[src/rtl/urf_pkg.sv]
`default_nettype none
// ============================================================================
// Module      : urf_pkg
// Description : Shared constants for the UART frame router (framing bytes,
//               rejection codes, parser state encoding).
// Revision    : 1.0 - initial release
// ============================================================================
package urf_pkg;

  localparam logic [7:0] HDR0 = 8'h55;
  localparam logic [7:0] HDR1 = 8'hA5;
  localparam logic [7:0] TAIL = 8'hF0;

  localparam logic [2:0] ERR_NONE    = 3'd0;
  localparam logic [2:0] ERR_TAIL    = 3'd1;
  localparam logic [2:0] ERR_CHK     = 3'd2;
  localparam logic [2:0] ERR_ID      = 3'd3;
  localparam logic [2:0] ERR_TIMEOUT = 3'd4;
  localparam logic [2:0] ERR_OVERRUN = 3'd5;

  localparam logic [1:0] ST_HUNT0   = 2'd0;
  localparam logic [1:0] ST_HUNT1   = 2'd1;
  localparam logic [1:0] ST_PAYLOAD = 2'd2;
  localparam logic [1:0] ST_TAIL    = 2'd3;

endpackage
`default_nettype wire

[src/rtl/urf_gap_timer.sv]
`default_nettype none
// ============================================================================
// Module      : urf_gap_timer
// Description : Inter-byte gap counter; flags expiry after TIMEOUT_CYC cycles.
// Revision    : 1.0 - initial release
// ============================================================================
module urf_gap_timer #(
  parameter int TIMEOUT_CYC = 50000
) (
  input  logic clk_i,
  input  logic rst_i,
  input  logic clear_i,
  input  logic run_i,
  output logic expired_o
);

  localparam int CW = $clog2(TIMEOUT_CYC + 1);
  localparam logic [CW-1:0] LIMIT = CW'(TIMEOUT_CYC);

  logic [CW-1:0] cnt_q;
  logic [CW-1:0] cnt_d;

  always_comb begin
    cnt_d = cnt_q;
    if (clear_i || !run_i) begin
      cnt_d = '0;
    end else if (cnt_q != LIMIT) begin
      cnt_d = cnt_q + 1'b1;
    end
  end

  always_ff @(posedge clk_i or posedge rst_i) begin
    if (rst_i) begin
      cnt_q <= '0;
    end else begin
      cnt_q <= cnt_d;
    end
  end

  assign expired_o = run_i && (cnt_q == LIMIT);

endmodule
`default_nettype wire

[src/rtl/uart_frame_router.sv]
`default_nettype none
// ============================================================================
// Module      : uart_frame_router
// Description : Parses 0x55 0xA5 <payload> 0xF0 frames from a UART byte stream
//               and hands accepted payloads to one of NUM_CH channels.
// Revision    : 1.0 - initial release
// ============================================================================
module uart_frame_router #(
  parameter int NUM_CH        = 2,
  parameter int PAYLOAD_BYTES = 7,
  parameter int CHK_MODE      = 0,
  parameter int TIMEOUT_CYC   = 50000
) (
  input  logic                       Clk,
  input  logic                       Rst,
  input  logic [7:0]                 rx_data,
  input  logic                       rx_valid,
  output logic [NUM_CH-1:0]          ch_valid,
  input  logic [NUM_CH-1:0]          ch_ready,
  output logic [PAYLOAD_BYTES*8-1:0] ch_data,
  output logic                       err_pulse,
  output logic [2:0]                 err_code,
  output logic [15:0]                frame_cnt
);
  import urf_pkg::*;

  localparam int DW = PAYLOAD_BYTES * 8;
  localparam int IW = (PAYLOAD_BYTES > 1) ? $clog2(PAYLOAD_BYTES) : 1;
  localparam logic [IW-1:0] LAST_IDX = IW'(PAYLOAD_BYTES - 1);

  logic [1:0]        state_q, state_d;
  logic [IW-1:0]     idx_q, idx_d;
  logic [DW-1:0]     buf_q, buf_d;
  logic [DW-1:0]     data_q;
  logic [NUM_CH-1:0] valid_q;
  logic              err_pulse_q;
  logic [2:0]        err_code_q, err_d;
  logic [15:0]       cnt_q;
  logic              load;

  logic              w_timeout;
  logic [1:0]        w_cur;
  logic [7:0]        w_id;
  logic [7:0]        w_xor;
  logic              w_id_bad;
  logic              w_pending;
  logic              w_handshake;
  logic [NUM_CH-1:0] w_onehot;

  urf_gap_timer #(.TIMEOUT_CYC(TIMEOUT_CYC)) u_gap_timer (
    .clk_i     (Clk),
    .rst_i     (Rst),
    .clear_i   (rx_valid | w_timeout),
    .run_i     (state_q != ST_HUNT0),
    .expired_o (w_timeout)
  );

  // A timeout coinciding with a byte lets that byte be parsed from HUNT0.
  assign w_cur       = w_timeout ? ST_HUNT0 : state_q;
  assign w_id        = buf_q[DW-1 -: 8];
  assign w_id_bad    = ({24'd0, w_id} >= 32'(NUM_CH));
  assign w_onehot    = NUM_CH'(1) << w_id;
  assign w_pending   = |valid_q;
  assign w_handshake = |(valid_q & ch_ready);

  always_comb begin
    w_xor = '0;
    for (int i = 0; i < PAYLOAD_BYTES; i++) begin
      w_xor = w_xor ^ buf_q[i*8 +: 8];
    end
  end

  always_ff @(posedge Clk or posedge Rst) begin
    if (Rst) begin
      state_q <= ST_HUNT0;
      idx_q   <= '0;
      buf_q   <= '0;
    end else begin
      state_q <= state_d;
      idx_q   <= idx_d;
      buf_q   <= buf_d;
    end
  end

  always_comb begin
    state_d = state_q;
    idx_d   = idx_q;
    buf_d   = buf_q;
    if (w_timeout) begin
      state_d = ST_HUNT0;
      idx_d   = '0;
    end
    if (rx_valid) begin
      unique case (w_cur)
        ST_HUNT0: begin
          state_d = (rx_data == HDR0) ? ST_HUNT1 : ST_HUNT0;
        end
        ST_HUNT1: begin
          if (rx_data == HDR1) begin
            state_d = ST_PAYLOAD;
            idx_d   = '0;
          end else if (rx_data != HDR0) begin
            state_d = ST_HUNT0;
          end
        end
        ST_PAYLOAD: begin
          buf_d = {buf_q[DW-9:0], rx_data};
          if (idx_q == LAST_IDX) begin
            state_d = ST_TAIL;
            idx_d   = '0;
          end else begin
            idx_d = idx_q + 1'b1;
          end
        end
        default: begin
          state_d = ST_HUNT0;
        end
      endcase
    end
  end

  // A handshake in the same cycle frees the output slot, so it is not an overrun.
  always_comb begin
    err_d = ERR_NONE;
    load  = 1'b0;
    if (w_timeout) begin
      err_d = ERR_TIMEOUT;
    end else if (rx_valid && (state_q == ST_TAIL)) begin
      if (rx_data != TAIL) begin
        err_d = ERR_TAIL;
      end else if ((CHK_MODE == 1) && (w_xor != 8'd0)) begin
        err_d = ERR_CHK;
      end else if (w_id_bad) begin
        err_d = ERR_ID;
      end else if (w_pending && !w_handshake) begin
        err_d = ERR_OVERRUN;
      end else begin
        load = 1'b1;
      end
    end
  end

  always_ff @(posedge Clk or posedge Rst) begin
    if (Rst) begin
      data_q      <= '0;
      valid_q     <= '0;
      err_pulse_q <= 1'b0;
      err_code_q  <= ERR_NONE;
      cnt_q       <= '0;
    end else begin
      err_pulse_q <= (err_d != ERR_NONE);
      if (err_d != ERR_NONE) begin
        err_code_q <= err_d;
      end
      if (load) begin
        data_q  <= buf_q;
        valid_q <= w_onehot;
      end else if (w_handshake) begin
        valid_q <= '0;
      end
      if (w_handshake) begin
        cnt_q <= cnt_q + 16'd1;
      end
    end
  end

  assign ch_valid  = valid_q;
  assign ch_data   = data_q;
  assign err_pulse = err_pulse_q;
  assign err_code  = err_code_q;
  assign frame_cnt = cnt_q;

endmodule
`default_nettype wire

[config.mk]
export PLATFORM = sky130hd
export DESIGN_NAME = uart_frame_router
export DESIGN_NICKNAME = d
export VERILOG_FILES = /design/src/rtl/urf_pkg.sv /design/src/rtl/urf_gap_timer.sv /design/src/rtl/uart_frame_router.sv
export SDC_FILE = /design/constraint.sdc
export NUM_CORES = 1
export LEC_CHECK = 0
export ABC_AREA = 1
export CAP_MARGIN = 20
export CORE_MARGIN = 2
export CORE_UTILIZATION = 57
export CTS_BUF_LIST = sky130_fd_sc_hd__clkbuf_8
export CTS_CLUSTER_SIZE = 40
export DETAILED_ROUTE_END_ITERATION = 8
export GPL_TIMING_DRIVEN = 0
export PLACE_DENSITY = 0.79
export SLEW_MARGIN = 25
export SYNTH_ARGS = -nofsm -noshare
export SYNTH_HDL_FRONTEND = slang
export SYNTH_SLANG_ARGS = --single-unit
[constraint.sdc]
create_clock -name Clk -period 7.12 [get_ports Clk]
set_input_delay 2.136 -clock Clk [delete_from_list [all_inputs] [get_ports Clk]]
set_output_delay 2.136 -clock Clk [all_outputs]
set_load 0.01 [all_outputs]
======== Word level (Yosys, flattened, before mapping) ========
Index checks and enable logic that the tools add are counted.
cells by class
  reduce and logical (&&, ||, !) cells .... 14
  order comparisons ....................... 1
  shift operators ......................... 1
  equal/unequal tests ..................... 10
  $add $sub $neg .......................... 3
  multiplexer cells ....................... 26
  bitwise gates (word level) .............. 2
operator list
  kind                                                 number
  adder 16 x 1 -> 16 bit, second input constant        2
  2-to-1 mux 16 bit                                    2
  2-to-1 mux 3 bit                                     9
  equality test 16 bit, second input constant          1
  != test 16 bit, second input constant                1
  2-to-1 mux 2 bit                                     7
  equality test 8 x 7 -> 1 bit, second input constant  1
  equality test 8 bit, second input constant           1
  >= comparator 8 x 2 -> 1 bit, second input constant  1
  != test 8 x 7 -> 1 bit, second input constant        1
  != test 8 bit, second input constant                 1
  << shifter 1 x 8 -> 2 bit, first input constant      1
  2-to-1 mux 1 bit                                     6
  case mux 2 bit (3 select lines)                      1
  case mux 3 bit (2 select lines)                      1
  nonzero test 2 bit                                   3
  equality test 2 bit, second input constant           2
  OR reduction 2 bit                                   2
  adder 3 x 1 -> 3 bit, second input constant          1
  equality test 3 bit, second input constant           1
  logical AND 1 bit                                    3
  nonzero test 3 bit                                   1
  bitwise AND 2 bit                                    1
  equality test 2 x 1 -> 1 bit, second input constant  1
  other kinds (5)                                      6
storage, ports and cells
  output and inout bits ................... 78
  word-level logic and storage cells ...... 66
  register bits after elaboration ......... 155
  bits of input ports ..................... 13

======== Longest topological paths before layout ========
  depth after elaboration ................. 10
  depth in mapped cells ................... 16
  depth with buffers taken out ............ 16

======== Modules after synthesis ========
Synthesis repeated with hierarchy kept, for this count alone.
unflattened totals
  cell total of the unflattened synthesis .. 767
  area total of the unflattened synthesis .. 6,643.9 sq um
modules (own cells, without submodules)
  module             cells each  instances  area each (sq um)  seq. area each (sq um)
  uart_frame_router  619         1          5,631.7            3,478.3
  urf_gap_timer      148         1          1,012.2            400.4

======== Worst setup path after synthesis ========
No wires, ideal clock.
  kind .................................... input to register
  start point ............................. in ch_ready[0]
  end point ............................... reg data_q[48], in the netlist ch_data[48]
  setup time .............................. 0.118 ns
  setup slack ............................. 3.867 ns
  data arrival time ....................... 3.135 ns
  stages .................................. 10
  required time ........................... 7.002 ns
  buffers on the path ..................... 1
  cell sequence ........................... nand2_1 nand2_2 inv_2 o21ai_1 nand3_4 nor2_8 nand2_4 buf_6 nand2_1 nand2_1
on the way
  longest elaborated chain between the ends .. 9
ends and longest elaborated chain
  what                  line                      RTL
  start, declared       uart_frame_router.sv:19   input logic [NUM_CH-1:0] ch_ready,
  bitwise AND 2 bit     uart_frame_router.sv:64   assign w_handshake = |(valid_q & ch_ready);
  OR reduction 2 bit    uart_frame_router.sv:64
  zero test 1 bit       uart_frame_router.sv:135  end else if (w_pending && !w_handshake) begin
  logical AND 1 bit     uart_frame_router.sv:135
  2-to-1 mux 1 bit      uart_frame_router.sv:135
  2-to-1 mux 1 bit      uart_frame_router.sv:133  end else if (w_id_bad) begin
  2-to-1 mux 1 bit      uart_frame_router.sv:129  if (rx_data != TAIL) begin
  2-to-1 mux 1 bit      uart_frame_router.sv:128  end else if (rx_valid && (state_q == ST_TAIL)) begin
  2-to-1 mux 1 bit      uart_frame_router.sv:126  if (w_timeout) begin
  end signal, assigned  uart_frame_router.sv:156  data_q <= buf_q;
  end, declared         uart_frame_router.sv:34   logic [DW-1:0] data_q;
Every way passes these cells.
A chain may end at the register's enable or synchronous reset.

======== Worst setup path after layout ========
  start point ............................. in ch_ready[0]
  end point ............................... reg data_q[45], in the netlist ch_data[45]
The elaborated chain is that of the path after synthesis.

==> summary.md <==
| Metric | Value |
|---|---|
| Result of the run | finished clean |
| Average cell area after synthesis | 8.816 um2 |
| Area delta synth->final | 22.96% |
| Worst slack, placed | 3082 ps |
| Area of placed instances | 0.007824 mm2 |
| Routed len/inst | 14.64 um |
| Initial detailed-routing violation count | 468 |
| Latest clock arrival within the worst-skew pair | 460 ps |
| Core ar. | 0.01147 mm2 |
| Tot Pwr | 1.748 mW |
| Startpoint of the lowest-slack register-to-register path | u_gap_timer.cnt_q[0]$_DFFE_PP0P_ |
| Critical path launch point type | primary input |
| Async SR Flop Fraction | 1.000 |
| Clk slew on worst S/H paths | 80 ps |
| GRT Overall Usage | 0.2504 |
| Total of max-cap violations | 0 |
| Endpoints failing setup | 0 |
| Synthesis-stage register bit count | 155 |
| Starting utilization of the core area | 0.5851 |
| Critical-path maximum fanout | 10 |
| Leakage power summed over all cells | 4.215 nW |
| Clock root cell | sky130_fd_sc_hd__clkbuf_8 |
| Proportion of netlist area held by the largest area contributor | 0.5781 |
| Number of nets in the final layout | 891 |
| Pin count of the biggest net entering global routing | 99 |
| Number of nets still failing antenna checks after routing | 0 |
| Detailed placement HPWL | 10790 um |
| Final Worst Setup Slack | 3511 ps |
| Number of I/O port buffers | 90 |
| Commonest register cell after synthesis | sky130_fd_sc_hd__dfrtp_1 |
| Post-CTS Setup Repair Bufs | 0 |
| Vertical die dimension | 112.5 um |
| Dominant cells by area after synthesis | sky130_fd_sc_hd__dfrtp_1, sky130_fd_sc_hd__nand2_1, sky130_fd_sc_hd__nand3_1 |
| CTS tree | yes |
| Post-route clock period utilization | 0.5069 |
| Quantity of gates resized following cts | 0 |
| Total negative slack | 0 ps |
| Number of vias after detailed routing | 5507 |
| Warnings from Yosys | 0 |
| Instance count after placement with tap cells included | 995 |
| Sequential fraction of the synthesis area | 0.5781 |
| Wire length of the first global-routing pass | 25240 um |
| Final Max Tran Viols | 0 |
| Final number of hold-violating endpoints | 0 |
| HP Class | reg2reg |
| GRT overflow | 0 |
| Most numerous cell in the Yosys netlist | sky130_fd_sc_hd__nand2_1 |
| Syn Std Cell Area | 0.006709 mm2 |
| Source of the critical timing path | ch_ready[0] |
| Leading cell types by count after synthesis | sky130_fd_sc_hd__nand2_1, sky130_fd_sc_hd__dfrtp_1, sky130_fd_sc_hd__inv_1, sky130_fd_sc_hd__nand3_1, sky130_fd_sc_hd__o21ai_0 |
| Power Density | 211.9 mW/mm2 |
| Synthesized instance count | 761 |
| Via count of the first global-routing pass | 5395 |
| Data arrival time at the worst-slack endpoint | 3960 ps |
| Antenna diode instance count | 0 |
| Startpoint of the most critical hold path | ch_data[29]$_DFFE_PP0P_ |
| Total die area | 0.01265 mm2 |
| Cell type with the largest total area after synthesis | sky130_fd_sc_hd__dfrtp_1 |
| Antenna violations before repair | 0 |
| Total area of sequential cells | 0.003879 mm2 |
| Maximum vdd ir drop | 0.1648 mV |
| Setup repair after global routing missed its margin | false |
| Overall routed net length | 15040 um |
| RePlAce Congestion | 0.8778 |
| WP data required | 7470 ps |
| CTS HTree Levels | 4 |
| Total of hold buffers inserted after clock tree synthesis | 0 |
| Post-route non-filler standard cell count | 1027 |
| EDFF count, synth | 0 |
| Standard-cell rows | 39 |
| Clk sinks | 155 |
| Category of the most critical setup path | in2reg |
| Post-synthesis net count | 781 |
| Critical Path Sink Type | flop |
| Final design instance area without fill | 0.008249 mm2 |
| Die X-Extent | 112.5 um |
| Area taken by multi-input logic gates | 0.002317 mm2 |
| Drt first pass iters | 5 |
| Final critical-path required period | 3609 ps |
| Avg Vias per Cell | 5.362 |
| Highest achievable clock rate | 0.2771 GHz |
| Slew at the pin with the worst max-slew slack | 483.8 ps |
| Fraction of layout instances using a drive strength above 1 | 0.06561 |
| Number of distinct library cell variants in the gate-level netlist after synthesis | 37 |
| Setup skew after layout | 8.805 ps |
| R2R Setup Slk | 4500 ps |
| Number of primary I/O pins | 91 |
| DRC violation count after routing | 0 |
| Layout fillers | 852 |
| Clock buffer depth | 2 |
| Headroom to the max-slew limit | 0.6765 |
| Number of buffers created by CTS | 17 |
flip-flops by register name, indices dropped and copies added (netlist names):
name and count:
ch_valid 2, err_code 3, u_gap_timer.cnt_q 16, state_q 2
frame_cnt 16, err_pulse 1, ch_data 56, idx_q 3
buf_q 56
power breakdown:
part	switching (mW)	internal, mW	leakage [nW]
Sequential	0.0352	0.924	2.01
Clock	0.313	0.387	0.230
Combinational	0.0571	0.0316	1.98
Total	0.405	1.34	4.22
layout by cell type (no fill, tap or decap), types with 2 or more instances in the layout:
cell type / synthesis / routed
sky130_fd_sc_hd__xor2_1: 10 / 10
sky130_fd_sc_hd__inv_2: 4 / 4
sky130_fd_sc_hd__clkinv_2: 0 / 2
sky130_fd_sc_hd__buf_6: 5 / 5
sky130_fd_sc_hd__o21ai_0: 57 / 57
sky130_fd_sc_hd__buf_1: 2 / 2
sky130_fd_sc_hd__inv_1: 86 / 89
sky130_fd_sc_hd__nand3_1: 75 / 75
sky130_fd_sc_hd__xnor2_1: 6 / 6
sky130_fd_sc_hd__nand3_2: 2 / 2
sky130_fd_sc_hd__nand4_1: 11 / 11
sky130_fd_sc_hd__nor4_1: 2 / 2
sky130_fd_sc_hd__buf_4: 3 / 3
sky130_fd_sc_hd__nor2_1: 47 / 47
sky130_fd_sc_hd__a21oi_1: 5 / 5
sky130_fd_sc_hd__buf_8: 2 / 2
sky130_fd_sc_hd__dfrtp_1: 155 / 155
sky130_fd_sc_hd__buf_2: 2 / 2
sky130_fd_sc_hd__bufinv_16: 0 / 3
sky130_fd_sc_hd__nor3b_1: 3 / 3
sky130_fd_sc_hd__clkbuf_8: 0 / 22
sky130_fd_sc_hd__nor3_1: 11 / 11
sky130_fd_sc_hd__clkbuf_1: 13 / 13
sky130_fd_sc_hd__ha_1: 7 / 7
sky130_fd_sc_hd__nor3_2: 3 / 3
sky130_fd_sc_hd__nand2_1: 236 / 236
sky130_fd_sc_hd__clkdlybuf4s50_1: 0 / 90
per-layer routing:
layer | GRT usage | vias up | share of wire
met3 | 0.05832 | 29 | 0.051
met2 | 0.3952 | 168 | 0.48
li1 | - | 2630 | -
met5 | 0 | - | 0
met4 | 0.1098 | 0 | 0.021
met1 | 0.3357 | 2680 | 0.45
per-stage QoR:
step           utilization  hold slack [ps]
2_1_floorplan            -            445.5
3_3_place_gp        0.6792            456.1
3_5_place_dp        0.6823            457.2
4_1_cts             0.7194            476.5
5_1_grt             0.7194            497.0
6_report            0.7194            473.6
cell type report:
| class | count | share of cell area |
|---|---|---|
| Buffer | 27 | 0.02123 |
| Clock buffer | 22 | 0.03671 |
| Clock inverter | 10 | 0.01486 |
| Inverter | 90 | 0.04186 |
| Multi-Input combinational cell | 489 | 0.2809 |
| Sequential cell | 155 | 0.4702 |
| Tap cell | 143 | 0.02169 |
| Timing Repair Buffer | 91 | 0.1125 |
critical path: stages:
cell and delay, ps:
sky130_fd_sc_hd__clkdlybuf4s50_1 460, sky130_fd_sc_hd__nand2_1 60, sky130_fd_sc_hd__nand2_2 180, sky130_fd_sc_hd__inv_2 70, sky130_fd_sc_hd__o21ai_1 250, sky130_fd_sc_hd__nand3_4 160
sky130_fd_sc_hd__nor2_8 180, sky130_fd_sc_hd__nand2_4 140, sky130_fd_sc_hd__buf_6 190, sky130_fd_sc_hd__nand2_1 80, sky130_fd_sc_hd__nand2_1 50
path summary, 6_finish.rpt:
path                                            to  cells past startpoint
setup reg to reg             buf_q[41]$_DFFE_PP0P_                     12
hold / removal             ch_data[29]$_DFFE_PP0P_                      2
hold reg to reg            ch_data[29]$_DFFE_PP0P_                      2
setup / recovery           ch_data[45]$_DFFE_PP0P_                     11
min in group asynchronous  ch_data[41]$_DFFE_PP0P_                      2
max in group asynchronous   ch_data[8]$_DFFE_PP0P_                      3
kinds of logic (layout without fill, tap and decap cells):
kind of cell,count (synthesis),after routing,synth area share
xor gates and xnor gates,16,16,0.02089
adders and majority gates,7,7,0.01305
and+or+nand+nor,397,397,0.2579
buffers and inverters,117,240,0.07646
AOI/OAI and AO/OA,69,69,0.05353
DFF,155,155,0.5781
Note: power is estimated with default switching activity, not from simulation.
